$ cat src/rtl/blkop_sequencer_if.sv
// Shared data-memory port used by the block-operation sequencer.
// Handshake: an access is transferred on every rising edge where mem_req && mem_gnt;
// mem_we/mem_addr/mem_wdata are held while mem_req is high and mem_gnt is low,
// and read data arrives on mem_rdata the cycle after a granted read.
interface blkop_sequencer_if #(
   parameter int ADDR_W = 19,
   parameter int DATA_W = 19
) ();
   logic              mem_req;
   logic              mem_we;
   logic [ADDR_W-1:0] mem_addr;
   logic [DATA_W-1:0] mem_wdata;
   logic              mem_gnt;
   logic [DATA_W-1:0] mem_rdata;

   modport master (
      output mem_req, mem_we, mem_addr, mem_wdata,
      input  mem_gnt, mem_rdata
   );

   modport slave (
      input  mem_req, mem_we, mem_addr, mem_wdata,
      output mem_gnt, mem_rdata
   );
endinterface

$ cat src/rtl/blkop_sequencer.sv
// Multi-cycle read-transform-write sequencer for the CPU's block operations
// (FFT increment, ENC, DEC) over a single request/grant memory port.
module blkop_sequencer #(
   parameter int              DATA_W  = 19,
   parameter int              ADDR_W  = 19,
   parameter int              BLK_LEN = 8,
   parameter logic [DATA_W-1:0] KEY   = 19'h55555
) (
   input  logic              clk,
   input  logic              rst_n,
   input  logic              start_i,
   input  logic [1:0]        op_i,
   input  logic [ADDR_W-1:0] dst_base_i,
   input  logic [ADDR_W-1:0] src_base_i,
   input  logic              abort_i,
   output logic              busy_o,
   output logic              done_o,
   output logic              err_o,
   output logic [2:0]        state_dbg_o,
   blkop_sequencer_if.master mem
);

   localparam int IDX_W = (BLK_LEN > 1) ? $clog2(BLK_LEN) : 1;
   localparam logic [IDX_W-1:0] IDX_LAST = IDX_W'(BLK_LEN - 1);
   localparam logic [1:0] OP_FFT = 2'b00;
   localparam logic [1:0] OP_RSV = 2'b11;

   typedef enum logic [2:0] {
      S_IDLE    = 3'd0,
      S_RD_REQ  = 3'd1,
      S_RD_WAIT = 3'd2,
      S_WR_REQ  = 3'd3,
      S_FIN     = 3'd4
   } state_t;

   state_t            state_q, state_d;
   logic [IDX_W-1:0]  idx_q, idx_d;
   logic [1:0]        op_q, op_d;
   logic [ADDR_W-1:0] src_q, src_d;
   logic [ADDR_W-1:0] dst_q, dst_d;
   logic              busy_q, busy_d;
   logic              done_q, done_d;
   logic              err_q, err_d;
   logic              req_q, req_d;
   logic              we_q, we_d;
   logic [ADDR_W-1:0] addr_q, addr_d;
   logic [DATA_W-1:0] wdata_q, wdata_d;

   always_comb begin
      state_d = state_q;
      idx_d   = idx_q;
      op_d    = op_q;
      src_d   = src_q;
      dst_d   = dst_q;
      done_d  = 1'b0;
      err_d   = 1'b0;
      addr_d  = addr_q;
      wdata_d = wdata_q;

      case (state_q)
         S_IDLE: begin
            if (start_i) begin
               if (op_i == OP_RSV) begin
                  err_d = 1'b1;
               end else begin
                  op_d    = op_i;
                  src_d   = src_base_i;
                  dst_d   = dst_base_i;
                  idx_d   = '0;
                  state_d = S_RD_REQ;
               end
            end
         end
         S_RD_REQ: begin
            if (mem.mem_gnt) state_d = S_RD_WAIT;
         end
         S_RD_WAIT: begin
            // Transformed word goes straight into the write-data register.
            wdata_d = (op_q == OP_FFT) ? (mem.mem_rdata + DATA_W'(1))
                                       : (mem.mem_rdata ^ KEY);
            state_d = S_WR_REQ;
         end
         S_WR_REQ: begin
            if (mem.mem_gnt) begin
               if (idx_q == IDX_LAST) begin
                  state_d = S_FIN;
               end else begin
                  idx_d   = idx_q + IDX_W'(1);
                  state_d = S_RD_REQ;
               end
            end
         end
         S_FIN: begin
            done_d  = 1'b1;
            state_d = S_IDLE;
         end
         default: state_d = S_IDLE;
      endcase

      if (abort_i && (state_q != S_IDLE)) begin
         state_d = S_IDLE;
         err_d   = 1'b1;
         done_d  = 1'b0;
      end

      // Registered outputs are derived from the state being entered.
      busy_d = (state_d != S_IDLE);
      req_d  = (state_d == S_RD_REQ) || (state_d == S_WR_REQ);
      we_d   = (state_d == S_WR_REQ);
      if (state_d == S_RD_REQ) addr_d = src_d + ADDR_W'(idx_d);
      if (state_d == S_WR_REQ) addr_d = dst_d + ADDR_W'(idx_d);
   end

   always_ff @(posedge clk or negedge rst_n) begin
      if (!rst_n) begin
         state_q <= S_IDLE;
         idx_q   <= '0;
         op_q    <= '0;
         src_q   <= '0;
         dst_q   <= '0;
         busy_q  <= 1'b0;
         done_q  <= 1'b0;
         err_q   <= 1'b0;
         req_q   <= 1'b0;
         we_q    <= 1'b0;
         addr_q  <= '0;
         wdata_q <= '0;
      end else begin
         state_q <= state_d;
         idx_q   <= idx_d;
         op_q    <= op_d;
         src_q   <= src_d;
         dst_q   <= dst_d;
         busy_q  <= busy_d;
         done_q  <= done_d;
         err_q   <= err_d;
         req_q   <= req_d;
         we_q    <= we_d;
         addr_q  <= addr_d;
         wdata_q <= wdata_d;
      end
   end

   assign busy_o        = busy_q;
   assign done_o        = done_q;
   assign err_o         = err_q;
   assign state_dbg_o   = state_q;
   assign mem.mem_req   = req_q;
   assign mem.mem_we    = we_q;
   assign mem.mem_addr  = addr_q;
   assign mem.mem_wdata = wdata_q;

endmodule
$ cat src/flat_wrapper.sv
// flat-port wrapper written by rule: the top's interface ports become plain ports
module blkop_sequencer_flat 
#(
   parameter int              DATA_W  = 19,
   parameter int              ADDR_W  = 19,
   parameter int              BLK_LEN = 8,
   parameter logic [DATA_W-1:0] KEY   = 19'h55555
)
  (clk, rst_n, start_i, op_i, dst_base_i, src_base_i, abort_i, busy_o, done_o, err_o, state_dbg_o, mem_mem_req, mem_mem_we, mem_mem_addr, mem_mem_wdata, mem_mem_gnt, mem_mem_rdata);
  blkop_sequencer_if #(.ADDR_W(ADDR_W), .DATA_W(DATA_W)) mem_i ();
  input  logic clk;
  input  logic rst_n;
  input  logic start_i;
  input  logic [1:0] op_i;
  input  logic [ADDR_W-1:0] dst_base_i;
  input  logic [ADDR_W-1:0] src_base_i;
  input  logic abort_i;
  output logic busy_o;
  output logic done_o;
  output logic err_o;
  output logic [2:0] state_dbg_o;
  output wire logic [$bits(mem_i.mem_req)-1:0] mem_mem_req;
  output wire logic [$bits(mem_i.mem_we)-1:0] mem_mem_we;
  output wire logic [$bits(mem_i.mem_addr)-1:0] mem_mem_addr;
  output wire logic [$bits(mem_i.mem_wdata)-1:0] mem_mem_wdata;
  input wire logic [$bits(mem_i.mem_gnt)-1:0] mem_mem_gnt;
  input wire logic [$bits(mem_i.mem_rdata)-1:0] mem_mem_rdata;
  assign mem_mem_req = mem_i.mem_req;
  assign mem_mem_we = mem_i.mem_we;
  assign mem_mem_addr = mem_i.mem_addr;
  assign mem_mem_wdata = mem_i.mem_wdata;
  assign mem_i.mem_gnt = mem_mem_gnt;
  assign mem_i.mem_rdata = mem_mem_rdata;
  blkop_sequencer #(.DATA_W(DATA_W), .ADDR_W(ADDR_W), .BLK_LEN(BLK_LEN), .KEY(KEY)) u_core (.clk(clk), .rst_n(rst_n), .start_i(start_i), .op_i(op_i), .dst_base_i(dst_base_i), .src_base_i(src_base_i), .abort_i(abort_i), .busy_o(busy_o), .done_o(done_o), .err_o(err_o), .state_dbg_o(state_dbg_o), .mem(mem_i));
endmodule
$ cat config.mk
export PLATFORM = sky130hd
export DESIGN_NAME = blkop_sequencer_flat
export DESIGN_NICKNAME = d
export VERILOG_FILES = /design/src/rtl/blkop_sequencer_if.sv /design/src/rtl/blkop_sequencer.sv /design/src/flat_wrapper.sv
export SDC_FILE = /design/constraint.sdc
export NUM_CORES = 1
export LEC_CHECK = 0
export CAP_MARGIN = 30
export CORE_UTILIZATION = 50
export CTS_CLUSTER_SIZE = 24
export DETAILED_ROUTE_END_ITERATION = 8
export PLACE_DENSITY = 0.9
export SKIP_LAST_GASP = 1
export SYNTH_ARGS = -nofsm -noshare
export SYNTH_HDL_FRONTEND = slang
export SYNTH_SLANG_ARGS = --single-unit
$ cat constraint.sdc
create_clock -name clk -period 6.1 [get_ports clk]
set_clock_uncertainty 0.15 [all_clocks]
set_input_delay 1.83 -clock clk [delete_from_list [all_inputs] [get_ports clk]]
set_output_delay 1.83 -clock clk [all_outputs]
set_load 0.03 [all_outputs]
==> flow_summary.yaml, run 1 <==
drt:
  viasPerCell: 5.71
  num_vias: 4105
  finalWirelength_mm: 12.0
  wl_per_cell_um: 16.7
  drc: 0
  drtIter0Drc: 232
  firstDrtPassIters: 5
  drtAntennaViolNets: 0
synth:
  synth_seq_cells: 89
  ys_warn_count: 0
  yosysTopAreaCell: "dfrtp_1"
  async_flop_share: 1.00
  yosysSeqAreaShare: 0.472
  syn_avg_cell_area_um2: 9.39
  synth_top_area_share: 0.472
  synth.net_count: 573
  synth_edf_count: 0
  synth-main-ff-cell: "dfrtp_1"
  yosysUniqueCellTypes: 58
  netlist_top_cells_area: "dfrtp_1, nand2_1, xor2_1, mux2_2, o21ai_0"
  syn_area_um2: 4720
  synthCells: 503
setup_path:
  startpoint_type: "input port"
  worst-path-max-fanout: 28
  cp-endpoint: "u_core.mem.mem_addr[8]"
  worstPathArrival_ps: 5400
  reg2reg_slack_ps: 2320
  r2r-end: "u_core.mem.mem_addr[8]"
  rr_startpoint: "u_core.state_dbg_o[1]"
  reg2reg_depth: 14
  cp.required_ps: 6220
  startpoint: "abort_i"
  path_class: "in -> reg"
  critPathCaptureType: "flip-flop"
place:
  io_buffers: 109
  hpwlAfterDp_mm: 8.94
  gp_congestion: 0.887
clock_network:
  cts_resized: 0
  post_cts_buffers: 0
  numClockSinks: 89
  htree_levels: 3
  clk_path_buf_depth: 2
  numCtsBuffers: 9
  cts_root_buffer: "clkbuf_8"
  cts.hold.buffers_added: 0
  cts_tree: "yes"
  path_clk_slew_ps: 100
  clock_latency_ps: 380
sta:
  final_max_slew_viol_count: 0
  hold_viol_final: 0
  tightest_slew_ps: 775
  rsz0062_at_grt: "false"
  tns_ps: 0
  fmax_mhz: 190
  finalCriticalPeriod_ps: 5280
  slew_headroom: 0.480
  period_share: 0.865
  setup_viol: 0
grt:
  grt_util_all_layers: 0.262
  overflow: 0
  grt_pass1_vias: 4186
  grt_max_degree: 62
  grt_pass1_wl_mm: 20.0
  use_met1: 0.329
  antenna_found_initial: 0
  busiest_layer: "met2"
  grtUsageMet3: 0.0457
  grt_use_met2: 0.436
cells_and_area:
  nets: 673
  fillers: 693
  register_area_um2: 2230
  diodes: 0
  areaGrowthSynthToFinish_pct: 28.0
  multi_input_area_um2: 2290
  drive_gt1_frac: 0.0938
status:
  status: "complete, no violations"
die:
  fp.dieW_um: 99.2
  start_util: 0.513
  ioPinCount: 110
  die_y_um: 99.2
  coreArea_um2: 9200
  die-area_um2: 9840
  rows: 35
power_and_ir_drop:
  powerDensity_nw_per_um2: 485
  combPwrFrac: 0.515
  cellInternalPower_mw: 1.65
  p_sw_frac: 0.438
  finalPower_mw: 2.93
  clock_power_share: 0.133
  seqPwrFrac: 0.352
  ir_drop_v: 0.000246
  cellLeakagePower_nw: 2.70
  switchingPower_mw: 1.28
flow_run:
  cap_violations: 0
min_path:
  min_path_type: "reg -> reg"
==> cell usage in the layout (no fill, tap or decap), types with 11 or more instances in the layout <==
cell type and instances:
xnor2_1 13, dfrtp_1 89, mux2_2 16, nor2_1 14, clkdlybuf4s50_1 108, o21ai_0 35
xor2_1 21, inv_1 11, nand3_1 23, nand2_1 136
==> worst max-delay path: stages <==
cell and delay (ps):
clkdlybuf4s50_1 650, nor3b_4 120, nand2_4 320, clkinv_2 310
nand2_1 130, a21boi_1 230, inv_1 90, fa_1 460
nor2b_1 140, o32ai_1 110, a31oi_2 260, o211a_4 260
nand2_2 60, xor2_1 150, mux2_2 270
==> cell families after synthesis <==
family / count (synthesis) / synth area share
AOI/OAI and AO/OA: 90 / 0.127
xor gates and xnor gates: 34 / 0.0631
adders and majority gates: 6 / 0.0175
and+or+nand+nor: 220 / 0.216
muxes: 27 / 0.0617
DFF: 89 / 0.472
buffers and inverters: 37 / 0.0427
==> synth_stat cells, drive strengths merged, types with 3 or more instances <==
cell type,count
nor2b,3
nand3,23
mux2i,10
nand4,9
nor3b,3
o21ai,45
a21oi,9
a311oi,3
xnor2,13
buf,14
mux2,17
and3,7
nor2,15
dfrtp,89
nand2b,3
o31ai,3
or2,4
and2,3
inv,11
a31oi,12
nor3,3
xor2,21
clkbuf,11
nand2,139
ha,5
==> layer usage <==
layer / vias up / wire [um]
met5: - / 0
met4: 0 / 432
met3: 35 / 704
met2: 167 / 5940
met1: 1979 / 4910
li1: 1924 / -
==> stage by stage <==
stage	hold slack (ps)	worst slack [ps]	utilization	std cells	area, um2
after floorplan	286	1210	-	503	4720
after global placement	303	640	0.633	701	5820
after detailed placement	312	435	0.637	703	5860
after CTS	333	834	0.657	719	6040
after global routing	349	618	0.657	719	6040
final	330	823	0.657	719	6040
==> area by class of cell <==
class	instances	area share
well taps	111	0.0230
multi-input cells	377	0.379
repair buffers	114	0.191
inverters	12	0.00766
flip-flops and latches	89	0.368
clock buffers	10	0.0228
clock inverters	6	0.00787
==> registers in the layout, indices dropped and copies added (netlist names) <==
| register | cells |
|---|---|
| u_core.busy_o | 1 |
| u_core.done_o | 1 |
| u_core.dst_q | 19 |
| u_core.err_o | 1 |
| u_core.idx_q | 3 |
| u_core.mem.mem_addr | 19 |
| u_core.mem.mem_req | 1 |
| u_core.mem.mem_wdata | 19 |
| u_core.mem.mem_we | 1 |
| u_core.op_q | 2 |
| u_core.src_q | 19 |
| u_core.state_dbg_o | 3 |
==> power by group through the flow <==
stage                     Combinational, mW  Clock [mW]  Sequential (mW)
after detailed placement               1.50           0             1.04
after floorplan                       0.733           0             1.27
after global placement                 1.44           0             1.02
after CTS                              1.51       0.397             1.03
final                                  1.51       0.391             1.03
after global routing                   1.65       0.422             1.07
==> how the worst min path moves through the flow <==
stage | depth (start not counted) | slack (ps) | start | to
after floorplan | 2 | 290 | u_core.src_q[0] | u_core.src_q[0]
after global placement | 2 | 300 | u_core.src_q[0] | u_core.src_q[0]
after detailed placement | 2 | 310 | u_core.mem.mem_addr[0] | u_core.mem.mem_addr[0]
after CTS | 2 | 330 | u_core.mem.mem_addr[0] | u_core.mem.mem_addr[0]
after global routing | 2 | 350 | u_core.mem.mem_addr[0] | u_core.mem.mem_addr[0]
final | 2 | 330 | u_core.mem.mem_addr[0] | u_core.mem.mem_addr[0]
(Power assumes the default switching activity.)
==> run 2: changes to the inputs <==
--- a/config.mk
+++ b/config.mk
@@ -5,6 +5,7 @@
 export SDC_FILE = /design/constraint.sdc
 export NUM_CORES = 1
 export LEC_CHECK = 0
+export ABC_AREA = 1
 export CAP_MARGIN = 30
 export CORE_UTILIZATION = 50
 export CTS_CLUSTER_SIZE = 24
==> run 2 against run 1 <==
Effect of this change:
- die area is 2.8% higher
- largest cell class is now sequential cells
- setup slack better by 360 ps
- critical endpoint is now u_core.mem.mem_addr[18]
- clock power is 19% higher
==> flow_summary.yaml, run 2 <==
synth:
  synthCells: 630
  yosysTopAreaCell: "dfrtp_1"
  synth_seq_cells: 89
  synth.net_count: 700
  netlist_top_cells_area: "dfrtp_1, nand2_1, inv_1, o21ai_0, xor2_1"
  async_flop_share: 1.00
  synth.most_common_cell: "nand2_1"
  ys_warn_count: 0
  syn_area_um2: 4860
  yosysUniqueCellTypes: 40
  netlist_top_cells_count: "nand2_1, dfrtp_1, inv_1"
  synth_top_area_share: 0.459
  syn_avg_cell_area_um2: 7.71
  synth-main-ff-cell: "dfrtp_1"
  synth_edf_count: 0
  yosysSeqAreaShare: 0.459
place:
  io_buffers: 109
  hpwlAfterDp_mm: 8.99
  dpl_worst_slack_ps: 804
  gp_congestion: 0.928
  place_area_um2: 6030
sta:
  period_share: 0.807
  hold_viol_final: 0
  final_max_slew_viol_count: 0
  rsz0062_at_grt: "false"
  slew_headroom: 0.465
  tns_ps: 0
  finalCriticalPeriod_ps: 4920
  fmax_mhz: 203
  tightest_slew_ps: 798
  worst_slack_ps: 1180
  setup_viol: 0
clock_network:
  post_cts_buffers: 0
  numClockSinks: 89
  path_clk_slew_ps: 100
  clk_path_buf_depth: 2
  cts_tree: "yes"
  cts.hold.buffers_added: 0
  cts_root_buffer: "clkbuf_8"
  cts_resized: 0
  htree_levels: 3
  numCtsBuffers: 9
  clock_latency_ps: 360
die:
  fp.dieW_um: 101
  rows: 35
  start_util: 0.521
  ioPinCount: 110
  die-area_um2: 10100
  die_y_um: 101
  coreArea_um2: 9330
grt:
  grt_util_all_layers: 0.251
  grt_pass1_vias: 4249
  overflow: 0
  grt_max_degree: 68
  grt_pass1_wl_mm: 19.9
  antenna_found_initial: 0
setup_path:
  crit_chain: "clkdlybuf4s50_1 -> nand2_1 -> nand4_2 -> buf_4 -> nand2_1 -> and2_1 -> o21ai_0 -> ha_1 -> inv_1 -> fa_1 -> o21bai_1 -> inv_1 -> nor2_2 -> nand2_2 -> nor2_4 -> nand3_1 -> nand3_1 -> nand2_1"
  max_stage_delay_ps: 510
  startpoint_type: "input port"
  worstPathArrival_ps: 5020
  path_class: "in -> reg"
  path_common_cell: "nand2_1"
  cp.required_ps: 6200
  crit_path_top_delay_cell: "clkdlybuf4s50_1"
  crit_buf_inv: 4
  critPathTopFamily: "simple AND/OR/NAND/NOR gates"
  worst-path-max-fanout: 32
  critPathCaptureType: "flip-flop"
cells_and_area:
  fillers: 758
  final_common_cell: "nand2_1"
  nets: 804
  post-route-util: 0.671
  areaGrowthSynthToFinish_pct: 29.0
  diodes: 0
  drive_gt1_frac: 0.0812
  layout_common_cells: "nand2_1, clkdlybuf4s50_1, dfrtp_1"
  final_cell_area_um2: 6260
  register_area_um2: 2230
  multi_input_area_um2: 2190
power_and_ir_drop:
  cellLeakagePower_nw: 3.09
  powerDensity_nw_per_um2: 524
  finalPower_mw: 3.28
  ir_drop_v: 0.000226
drt:
  firstDrtPassIters: 5
  wl_per_cell_um: 13.6
  finalWirelength_mm: 11.8
  num_vias: 4387
  drc: 0
  drtAntennaViolNets: 0
  viasPerCell: 5.05
  drtIter0Drc: 230
flow_run:
  cap_violations: 0
status:
  status: "complete, no violations"
min_path:
  min_path_type: "reg -> reg"
run 2: path summary, 6_finish.rpt:
path,startpoint,end,slack (ps),cells past startpoint
max,op_i[1],u_core.mem.mem_addr[18],1180,18
min,u_core.op_q[1],u_core.op_q[1],340,2
max reg2reg,u_core.idx_q[0],u_core.mem.mem_addr[15],2620,18
min reg2reg,u_core.op_q[1],u_core.op_q[1],340,2
max in group asynchronous,rst_n,u_core.dst_q[5],3960,2
min in group asynchronous,rst_n,u_core.mem.mem_wdata[2],1200,1
run 2: cell families after synthesis:
| group | count (synthesis) | synth area share |
|---|---|---|
| simple gates | 344 | 0.317 |
| buf+inv | 102 | 0.0912 |
| fa+ha+maj | 6 | 0.0170 |
| xor+xnor | 22 | 0.0397 |
| compound gates | 67 | 0.0768 |
| flops | 89 | 0.459 |
run 2: tightest hold or removal path, stage by stage, from the launching register on:
cell and delay (ps):
dfrtp_1 360, nand2_1 50, nand2_1 50
run 2: per-stage QoR:
| stage | instances | hold WS, ps |
|---|---|---|
| 2_1_floorplan | 630 | 288 |
| 3_3_place_gp | 851 | 309 |
| 3_5_place_dp | 852 | 317 |
| 4_1_cts | 868 | 341 |
| 5_1_grt | 868 | 369 |
| 6_report | 868 | 338 |
run 2: per-layer routing:
layer	vias up	part of all wire	wire, um	GRT usage
met3	20	0.059	692	0.0492
li1	2169	-	-	-
met1	2027	0.45	5270	0.329
met2	171	0.48	5620	0.423
met4	0	0.018	211	0.0780
met5	-	0	0	0
run 2: area by class of cell:
| class | instances | area share |
|---|---|---|
| clock buffer | 11 | 0.0242 |
| clock inverter | 5 | 0.0136 |
| inverter | 81 | 0.0488 |
| multi-input combinational | 439 | 0.349 |
| sequential | 89 | 0.356 |
| tap | 129 | 0.0258 |
| timing repair buffer | 114 | 0.183 |
run 2: power breakdown:
| part | total (mW) | switching [mW] | internal, mW |
|---|---|---|---|
| logic | 1.83 | 1.18 | 0.643 |
| clock network | 0.466 | 0.211 | 0.255 |
| registers | 0.990 | 0.127 | 0.863 |
| total | 3.28 | 1.52 | 1.76 |
==> run 3: changes to the inputs <==
--- a/config.mk
+++ b/config.mk
@@ -7,10 +7,10 @@
 export LEC_CHECK = 0
 export ABC_AREA = 1
 export CAP_MARGIN = 30
-export CORE_UTILIZATION = 50
+export CORE_UTILIZATION = 46
 export CTS_CLUSTER_SIZE = 24
 export DETAILED_ROUTE_END_ITERATION = 8
-export PLACE_DENSITY = 0.9
+export PLACE_DENSITY = 0.87
 export SKIP_LAST_GASP = 1
 export SYNTH_ARGS = -nofsm -noshare
 export SYNTH_HDL_FRONTEND = slang
==> constraint.sdc (replaced) <==
create_clock -name clk -period 4.3 [get_ports clk]
set_clock_uncertainty 0.15 [all_clocks]
set_input_delay 1.29 -clock clk [delete_from_list [all_inputs] [get_ports clk]]
set_output_delay 1.29 -clock clk [all_outputs]
set_load 0.03 [all_outputs]
==> run 3 against run 2 <==
Effect of this change:
- flip-flop and latch count unchanged
- final area increased by 1.7%
- first-iteration DRC count up 36%
- setup slack worse by 1000 ps
- highest routed layer unchanged
==> flow_summary.yaml, run 3 (same netlist as run 2, synthesis figures left out) <==
grt:
  grt_max_degree: 47
  grt_pass1_wl_mm: 20.5
  grt_util_all_layers: 0.236
  grt_pass1_vias: 4381
  overflow: 0
  antenna_found_initial: 0
power_and_ir_drop:
  cellLeakagePower_nw: 3.16
  ir_drop_v: 0.000314
  powerDensity_nw_per_um2: 733
setup_path:
  path_class: "in -> reg"
  critPathCaptureType: "flip-flop"
  worst-path-max-fanout: 7
  crit_buf_inv: 4
  crit_path_top_delay_cell: "clkdlybuf4s50_1"
  critPathTopFamily: "simple AND/OR/NAND/NOR gates"
  path_common_cell: "nand2_1"
  worstPathArrival_ps: 4250
  max_stage_delay_ps: 470
  cp.required_ps: 4410
  crit_chain: "clkdlybuf4s50_1 -> buf_4 -> nor2_1 -> nand2_1 -> nand3_2 -> nand3_4 -> o21ai_0 -> ha_1 -> inv_1 -> fa_1 -> o21bai_1 -> inv_1 -> nor2_2 -> nand2_2 -> nor2_2 -> nand2_1 -> nand2_1 -> nand2_1 -> nand2_1 -> nand2_1"
  startpoint_type: "input port"
clock_network:
  htree_levels: 3
  clock_latency_ps: 360
  cts.hold.buffers_added: 0
  cts_resized: 0
  numClockSinks: 89
  post_cts_buffers: 0
  path_clk_slew_ps: 80
  numCtsBuffers: 9
  cts_tree: "yes"
  clk_path_buf_depth: 2
  cts_root_buffer: "clkbuf_8"
die:
  coreArea_um2: 10300
  die-area_um2: 11000
  die_y_um: 105
  ioPinCount: 110
  start_util: 0.472
  fp.dieW_um: 105
  rows: 37
drt:
  drtIter0Drc: 312
  firstDrtPassIters: 6
  wl_per_cell_um: 14.0
  viasPerCell: 5.08
  finalWirelength_mm: 12.5
  drtAntennaViolNets: 0
  num_vias: 4528
  drc: 0
cells_and_area:
  diodes: 0
  drive_gt1_frac: 0.0993
  final_common_cell: "nand2_1"
  areaGrowthSynthToFinish_pct: 31.1
  multi_input_area_um2: 2190
  nets: 821
  layout_common_cells: "nand2_1, clkdlybuf4s50_1, dfrtp_1"
  fillers: 881
  fin_cells: 891
  register_area_um2: 2230
sta:
  final_max_slew_viol_count: 0
  finalCriticalPeriod_ps: 4140
  fmax_mhz: 241
  period_share: 0.964
  setup_viol: 0
  rsz0062_at_grt: "false"
  slew_headroom: 0.480
  tightest_slew_ps: 775
  whs_ps: 332
  hold_viol_final: 0
place:
  hpwlAfterDp_mm: 9.37
  place_inst: 876
  io_buffers: 109
  gp_congestion: 0.877
status:
  status: "complete, no violations"
flow_run:
  cap_violations: 0
min_path:
  min_path_type: "reg -> reg"
[run 3: layer usage]
layer,global-route usage,vias to the layer above,share of wire
met5,0,-,0
met3,0.0362,37,0.053
met2,0.389,160,0.48
met4,0.114,0,0.032
met1,0.304,2128,0.43
li1,-,2203,-
[run 3: report_power, final]
part | total [mW] | internal (mW) | switching [mW]
Clock | 0.582 | 0.296 | 0.286
Combinational | 2.68 | 0.960 | 1.72
Sequential | 1.41 | 1.22 | 0.185
Total | 4.67 | 2.48 | 2.19
[run 3: final timing paths]
kind | startpoint | end | slack (ps) | depth (start not counted)
setup / recovery | mem_mem_gnt | u_core.mem.mem_addr[16] | 160 | 20
hold / removal | u_core.op_q[0] | u_core.op_q[0] | 330 | 2
setup reg to reg | u_core.state_dbg_o[1] | u_core.mem.mem_addr[9] | 1010 | 16
hold reg to reg | u_core.op_q[0] | u_core.op_q[0] | 330 | 2
max in group asynchronous | rst_n | u_core.op_q[1] | 2600 | 2
min in group asynchronous | rst_n | u_core.mem.mem_req | 770 | 1
[run 3: layout make-up]
type | instances | area share
inverters | 81 | 0.0480
clock inverters | 3 | 0.00629
well taps | 136 | 0.0267
multi-input cells | 439 | 0.345
repair buffers | 131 | 0.200
flip-flops and latches | 89 | 0.350
clock buffers | 12 | 0.0244
[run 3: tightest hold or removal path, delay by kind of cell (launching register included)]
kind,cells,cell delay [ps]
flops,1,350
simple gates,2,110
[run 3: through the flow]
stage                     TNS [ps]  cell area (um2)  power [mW]  worst slack (ps)  utilization
final                            0             6370        4.67               156        0.619
after global routing             0             6370        5.00              14.1        0.619
after CTS                        0             6360        4.67               180        0.619
after detailed placement     -1220             6160        4.07              -189        0.600
after global placement       -27.9             6130        3.98             -27.9        0.597
after floorplan                  0             4860        3.16               219            -
